### src/rtl/vex_lane_sequencer.sv
// vex_lane_sequencer
// Executes one 6-lane x 32-bit vector ALU operation from the EX stage by
// time-multiplexing a single shared 32-bit ALU over the lanes, one lane per
// falling clock edge. The upstream pipeline is stalled while the op runs.
//
// Optional feature macro: VEX_SATURATE_EN
//   defined   : add/sub saturate as signed 32-bit; sat_flag is sticky per op
//   undefined : add/sub wrap modulo 2^32; sat_flag is tied to 0
//
// Ports
//   clk            clock, all state updates on the falling edge
//   rst            asynchronous active-low reset
//   in_valid       EX-stage operation present
//   VectorOp_in    operation is a vector op (only these are accepted)
//   ALUOp_in       00 add, 01 sub, 10 mul (low 32 bits), 11 xor
//   RVA_in/RVB_in  operands, 6 lanes x 32 bits, lane 0 = bits 31:0
//   RD_in          destination vector register
//   RegVWrite_in   write-back enable
//   flush          abort the current operation / block acceptance
//   in_ready       ready to accept (IDLE only)
//   stall          hold upstream segments
//   result_out     vector result, held until the next accept
//   result_valid   one-cycle pulse when result_out is complete
//   RD_out         captured destination
//   RegVWrite_out  captured write enable qualified by result_valid
//   sat_flag       at least one lane saturated in the current op
//
// state | meaning
// IDLE  | waiting for a vector op; in_ready=1
// RUN   | one lane computed and written per falling edge
// DONE  | result complete; result_valid=1 for this cycle
module vex_lane_sequencer (
  input  logic         clk,
  input  logic         rst,
  input  logic         in_valid,
  input  logic         VectorOp_in,
  input  logic [1:0]   ALUOp_in,
  input  logic [191:0] RVA_in,
  input  logic [191:0] RVB_in,
  input  logic [3:0]   RD_in,
  input  logic         RegVWrite_in,
  input  logic         flush,
  output logic         in_ready,
  output logic         stall,
  output logic [191:0] result_out,
  output logic         result_valid,
  output logic [3:0]   RD_out,
  output logic         RegVWrite_out,
  output logic         sat_flag
);

  localparam int LANES = 6;
  localparam logic [2:0] LAST_LANE = 3'd5;

  typedef enum logic [1:0] {IDLE, RUN, DONE} state_t;

  state_t         state, state_nxt;
  logic [2:0]     lane_cnt;
  logic [191:0]   op_a, op_b;
  logic [1:0]     alu_op;
  logic           rvw_q;
  logic           accept;
  logic           lane_step;
  logic [31:0]    lane_a, lane_b, lane_res;
  logic [31:0]    sum, diff, prod;

  assign accept    = (state == IDLE) && in_valid && VectorOp_in && !flush;
  assign lane_step = (state == RUN) && !flush;

  // State register
  always_ff @(negedge clk or negedge rst) begin
    if (!rst) state <= IDLE;
    else      state <= state_nxt;
  end

  // Next-state logic; flush wins over everything except reset
  always_comb begin
    state_nxt = state;
    case (state)
      IDLE: if (accept) state_nxt = RUN;
      RUN: begin
        if (flush)                      state_nxt = IDLE;
        else if (lane_cnt == LAST_LANE) state_nxt = DONE;
      end
      DONE:    state_nxt = IDLE;
      default: state_nxt = IDLE;
    endcase
  end

  // Outputs; a flush seen during DONE suppresses the pulse
  always_comb begin
    in_ready     = (state == IDLE);
    stall        = (state != IDLE) || (in_valid && VectorOp_in);
    result_valid = (state == DONE) && !flush;
  end

  assign RegVWrite_out = rvw_q && result_valid;

  // Lane operand select from the captured operands
  always_comb begin
    lane_a = '0;
    lane_b = '0;
    for (int k = 0; k < LANES; k++) begin
      if (lane_cnt == 3'(k)) begin
        lane_a = op_a[k*32 +: 32];
        lane_b = op_b[k*32 +: 32];
      end
    end
  end

  assign sum  = lane_a + lane_b;
  assign diff = lane_a - lane_b;
  assign prod = lane_a * lane_b;

`ifdef VEX_SATURATE_EN
  logic        add_ovf, sub_ovf, lane_sat, sat_q;
  logic [31:0] sat_val;

  // Signed overflow: result sign differs from what the operand signs allow
  assign add_ovf = (lane_a[31] == lane_b[31]) && (sum[31]  != lane_a[31]);
  assign sub_ovf = (lane_a[31] != lane_b[31]) && (diff[31] != lane_a[31]);
  // Overflow always saturates toward the sign of operand A
  assign sat_val = lane_a[31] ? 32'h8000_0000 : 32'h7FFF_FFFF;
`endif

  // Shared lane ALU
  always_comb begin
    lane_res = sum;
    case (alu_op)
      2'b00:   lane_res = sum;
      2'b01:   lane_res = diff;
      2'b10:   lane_res = prod;
      default: lane_res = lane_a ^ lane_b;
    endcase
`ifdef VEX_SATURATE_EN
    lane_sat = 1'b0;
    if ((alu_op == 2'b00 && add_ovf) || (alu_op == 2'b01 && sub_ovf)) begin
      lane_res = sat_val;
      lane_sat = 1'b1;
    end
`endif
  end

  // Capture on accept, then write one lane per edge while running
  always_ff @(negedge clk or negedge rst) begin
    if (!rst) begin
      op_a       <= '0;
      op_b       <= '0;
      alu_op     <= '0;
      RD_out     <= '0;
      rvw_q      <= 1'b0;
      lane_cnt   <= '0;
      result_out <= '0;
    end else if (accept) begin
      op_a       <= RVA_in;
      op_b       <= RVB_in;
      alu_op     <= ALUOp_in;
      RD_out     <= RD_in;
      rvw_q      <= RegVWrite_in;
      lane_cnt   <= '0;
      result_out <= '0;
    end else if (lane_step) begin
      for (int k = 0; k < LANES; k++) begin
        if (lane_cnt == 3'(k)) result_out[k*32 +: 32] <= lane_res;
      end
      lane_cnt <= (lane_cnt == LAST_LANE) ? 3'd0 : lane_cnt + 3'd1;
    end else if (state == RUN) begin
      lane_cnt <= '0;
    end
  end

`ifdef VEX_SATURATE_EN
  always_ff @(negedge clk or negedge rst) begin
    if (!rst)                       sat_q <= 1'b0;
    else if (accept)                sat_q <= 1'b0;
    else if (lane_step && lane_sat) sat_q <= 1'b1;
  end

  assign sat_flag = sat_q;
`else
  assign sat_flag = 1'b0;
`endif

endmodule
### config.mk
export PLATFORM = sky130hd
export DESIGN_NAME = vex_lane_sequencer
export DESIGN_NICKNAME = d
export VERILOG_FILES = /design/src/rtl/vex_lane_sequencer.sv
export SDC_FILE = /design/constraint.sdc
export NUM_CORES = 2
export LEC_CHECK = 0
export BUFFER_PORTS_ARGS = -buffer_cell sky130_fd_sc_hd__buf_2
export CORE_ASPECT_RATIO = 1.1
export CORE_MARGIN = 3
export CORE_UTILIZATION = 38
export CTS_BUF_LIST = sky130_fd_sc_hd__clkbuf_16
export CTS_CLUSTER_DIAMETER = 150
export DETAILED_ROUTE_END_ITERATION = 16
export SLEW_MARGIN = 20
export SYNTH_ARGS = -nofsm -noshare
export SYNTH_HDL_FRONTEND = slang
export SYNTH_SLANG_ARGS = --single-unit
### constraint.sdc
create_clock -name clk -period 11.08 [get_ports clk]
set_input_delay 1.108 -clock clk [delete_from_list [all_inputs] [get_ports clk]]
set_output_delay 1.108 -clock clk [all_outputs]
set_load 0.02 [all_outputs]
Word-level counts from Yosys, hierarchy flattened
Index checks and enable logic that the tools add are counted.
{ "word_totals": {"input_bits": 396, "out_inout_bits": 201, "reg_bits": 588, "wordCells": 86} }
{ "op_classes": {"n_reduce_logical": 28, "multipliers": 1, "add_sub_neg": 3, "eq_ne": 11, "bitwise_logic": 1, "muxes": 29} }
{ "op_table": {"columns": ["cell", "n"], "rows": [
  ["$mux 32", 18],
  ["$mux 192", 2],
  ["$pmux 32 s3", 1],
  ["$add 32x32->32", 1],
  ["$mul 32x32->32", 1],
  ["$sub 32x32->32", 1],
  ["$xor 32x32->32", 1],
  ["$reduce_bool 2->1", 8],
  ["$reduce_and 2->1", 7],
  ["$mux 3", 4],
  ["$logic_and 1x1->1", 7],
  ["$eq 3x2->1 const B", 2],
  ["$eq 3x3->1 const B", 2],
  ["$mux 2", 3],
  ["$eq 2x1->1 const B", 2],
  ["$eq 2x2->1 const B", 2],
  ["$logic_not 2->1", 2],
  ["$pmux 2 s2", 1],
  ["$add 3x1->3 const B", 1],
  ["$eq 3x1->1 const B", 1],
  ["$logic_not 3->1", 1],
  ["$ne 3x2->1 const B", 1],
  ["$reduce_bool 3->1", 1],
  ["$ne 2x1->1 const B", 1],
  ["other kinds (2)", 2]
]} }

Depth between registers and ports, before layout
{ "depth": {"word_depth": 12, "depth_mapped": 44, "depth_no_buf": 35} }

==> results.tsv <==
stage	metric	value	unit
critical_path	CP bufs+invs	8	
cts	htree depth	3	
die	std cell rows	130	
timing	worst-margin pin slew	1.19	ns
synthesis	Seq/Total Area, Yosys	33.4	%
die	Core Box Area	0.115	mm²
timing	final hold vios	0	
critical_path	terminus of the critical flop-to-flop path	result_out[190]	
timing	Setup-failing EPs final	0	
detailed_routing	drt pass-1 iters	6	
critical_path	crit-path max cell delay	0.68	ns
detailed_routing	Routed Antenna Nets	0	
synthesis	Post-synth EDFFs	0	
global_routing	first-pass GRT wire length	267	mm
critical_path	r2r setup slk	0.45	ns
synthesis	Post-synth ARST share	100	%
synthesis	Syn Nets	6037	
final_layout	layout cells sized above 1	17.1	%
place	post-DP HPWL	142	mm
critical_path	CP Class	flop to flop	
detailed_routing	Vias	38336	
die	Initial Utilization	38.4	%
critical_path	crit-path most repeated cell	fa_1	
synthesis	Synth Flop Type	dfrtn_1	
critical_path	worst reg2reg startpoint	lane_cnt[0]	
final_layout	area of the multi-input gates	0.0265	mm²
cts	Bufs on Longest Clock Path	3	
synthesis	synthesized cell area	0.0440	mm²
critical_path	FF-to-FF path depth	35	
timing	Final period util	96.0	%
timing	max-slew violations	0	
cts	TritonCTS clock tree	built	
die	Vert. Die Dim	363	µm
detailed_routing	via/cell ratio	5.36	
global_routing	largest net degree at the start of global routing	182	
synthesis	syn_area_per_cell	8.70	µm²
worst_hold_path	HP Start	op_b[66]	
cts	CTS Buf Count	67	
critical_path	slowest CP cell	clkinv_1	
critical_path	CP max FO	10	
critical_path	nature of the critical path endpoint	flop	
global_routing	vias in the first global route	39242	
timing	Max Fclk	94.1	MHz
cts	clk sink count	588	
outcome	result of the run	complete, no violations	
detailed_routing	DRT iter0 DRCs	3638	
global_routing	GR Util All Layers	30.6	%
synthesis	Cell variety after synth	100	
critical_path	critical path capture point	result_out[190]	
timing	RSZ-0062 raised after global routing	no	
critical_path	Setup crit start kind	flop	
detailed_routing	Residual DRC	0	
place	IO Port Bufs	595	
detailed_routing	WL per Instance	25.8	µm
cts	Setup Buffers After CTS	0	
cts	later-pin clock latency in the skew report	0.63	ns
die	I/O pins	597	
critical_path	CP delay by family, top	adder cells	
die	Die W	331	µm
final_layout	Register Area	0.0147	mm²
timing	minimum clock period	10.63	ns
final_layout	Syn-to-layout area delta	16.3	%
global_routing	initial antenna violation count	16	
critical_path	CP Data Required Time	17.09	ns
critical_path	worst setup path startpoint	lane_cnt[0]	
synthesis	flip-flop and latch count after synthesis	588	
job	max-cap violation count	0	
global_routing	grt total ovfl	0	
worst_hold_path	worst min path class	flop to flop	
critical_path	Critical Path AT	16.65	ns
final_layout	layout net count	6544	
cts	clk root buf	clkbuf_16	
final_layout	FILL cells	11386	
place	Placer Congestion	0.998	
die	full die area	0.120	mm²
synthesis	Syn Inst Count	5062	
critical_path	cell count along the critical path	35	
detailed_routing	Detailed Route WL	184	mm
timing	post-route setup TNS	0	ns
timing	Worst Skew	0.0271	ns
synthesis	Synth Warn #	0	
cts	CTS clk-pin slew, worst paths	0.05	ns
timing	slew margin rel.	20.7	%
-- layout make-up --
| class | count | area share [%] |
|---|---|---|
| Antenna cell | 8 | 0.0391 |
| Clock buffer | 67 | 3.28 |
| Clock inverter | 53 | 0.988 |
| Inverter | 459 | 3.37 |
| Multi-Input combinational cell | 3717 | 51.7 |
| Sequential cell | 588 | 28.7 |
| Tap cell | 1518 | 3.71 |
| Timing Repair Buffer | 736 | 8.19 |
-- registers in the layout, indices dropped and copies added, names as in the netlist --
register	flops
RD_out	4
alu_op	2
lane_cnt	3
op_a	192
op_b	192
result_out	192
rvw_q	1
state	2
-- cell usage after synthesis, types with 8 or more instances --
cell type,count,area [µm²]
nor2_1,444,1670
mux2i_1,79,791
nand4_1,8,50.1
nor2b_1,22,138
mux2_2,34,383
o21a_1,20,150
or2_2,23,144
a21o_1,31,233
o22ai_1,10,62.6
a22o_1,14,123
a21oi_1,136,681
and2_1,21,131
o21bai_1,12,90.1
nand2_1,1520,5710
buf_2,37,185
a211oi_1,41,308
ha_1,170,2130
a31oi_1,15,93.8
and3_1,23,144
xor2_1,32,280
o2bb2ai_1,28,245
nand3_1,26,130
dfrtn_1,588,14700
o21ai_1,17,85.1
buf_1,17,63.8
nand2b_1,38,238
a221oi_1,14,123
clkinv_1,15,56.3
clkbuf_1,224,841
buf_4,14,105
nand3b_1,11,82.6
inv_1,441,1660
o211ai_1,28,210
fa_1,409,8190
o21ai_0,212,1060
xnor3_1,9,203
nor3_1,18,90.1
xnor2_1,102,893
a2bb2oi_1,9,78.8
-- worst min path at each step --
stage               cells after the start        end
floorplan                               2  op_a[101]
global placement                        2  op_b[177]
detailed placement                      2  op_b[171]
CTS                                     2  op_b[171]
global route                            2   op_b[56]
finish                                  2   op_b[66]
-- tightest hold or removal path: stages, from the launching register on --
cell and delay [ns]:
dfrtn_1 0.40, nand2_1 0.05, nand2_1 0.05
-- metal layers --
| layer | global-route usage [%] | up-vias | part of all wire, % |
|---|---|---|---|
| met4 | 18.3 | 12 | 7.1 |
| met5 | 0 | - | 0.042 |
| met1 | 38.6 | 19063 | 39 |
| li1 | - | 17064 | - |
| met2 | 48.3 | 1786 | 45 |
| met3 | 6.40 | 411 | 8.5 |
-- logic make-up (layout without fill, tap and decap cells) --
kind of cell | count (synthesis) | count (layout) | share of synthesized area [%]
simple gates | 2191 | 2191 | 20.0
buf+inv | 757 | 1315 | 6.78
compound gates | 683 | 683 | 10.3
flops | 588 | 588 | 33.4
fa+ha+maj | 584 | 584 | 23.6
xor+xnor | 144 | 144 | 3.16
mux | 114 | 114 | 2.69
other cells | 1 | 9 | 0.00852
-- stage by stage --
| step | utilization (%) | setup WS [ns] | instance area [µm²] | hold WS (ns) | std cells |
|---|---|---|---|---|---|
| detailed placement | 42.7 | 0.402 | 49000 | 0.418 | 7017 |
| finish | 44.6 | 0.448 | 51200 | 0.415 | 7146 |
| CTS | 44.6 | 0.406 | 51200 | 0.419 | 7137 |
| global route | 44.6 | 0.0412 | 51200 | 0.428 | 7140 |
| floorplan | - | 0.998 | 44000 | 0.398 | 5062 |
| global placement | 42.7 | 0.463 | 49000 | 0.412 | 7016 |
-- cells in the final DEF, fill, tap and decap left out, types with 14 or more instances in the layout --
cell type  Yosys  layout
clkbuf_16      0      67
nand2_1     1520    1520
mux2i_1       79      79
o211ai_1      28      28
fa_1         409     409
and2_1        21      21
or2_2         23      23
o21a_1        20      20
a211oi_1      41      38
o21ai_0      212     208
inv_1        441     452
xor2_1        32      32
a21oi_1      136     135
nand3_1       26      26
o21ai_1       17      21
a31oi_1       15      15
mux2_2        34      34
and3_1        23      23
a21o_1        31      31
buf_4         14     128
a22o_1        14      14
nand2b_1      38      37
dfrtn_1      588     588
xnor2_1      102     102
clkinv_1      15      34
nor2b_1       22      20
buf_2         37     595
nor2_1       444     436
ha_1         170     169
nor3_1        18      17
o2bb2ai_1     28      28
-- timing repair --
item | CTS | global route
endpoints found under the setup margin | 0 | 5
resized for setup | 0 | 1
hold buffers | 0 | 0
Power is left out: the tool's default activity adds up to more than one toggle a clock period on the data nets, which glitch-free logic cannot reach.
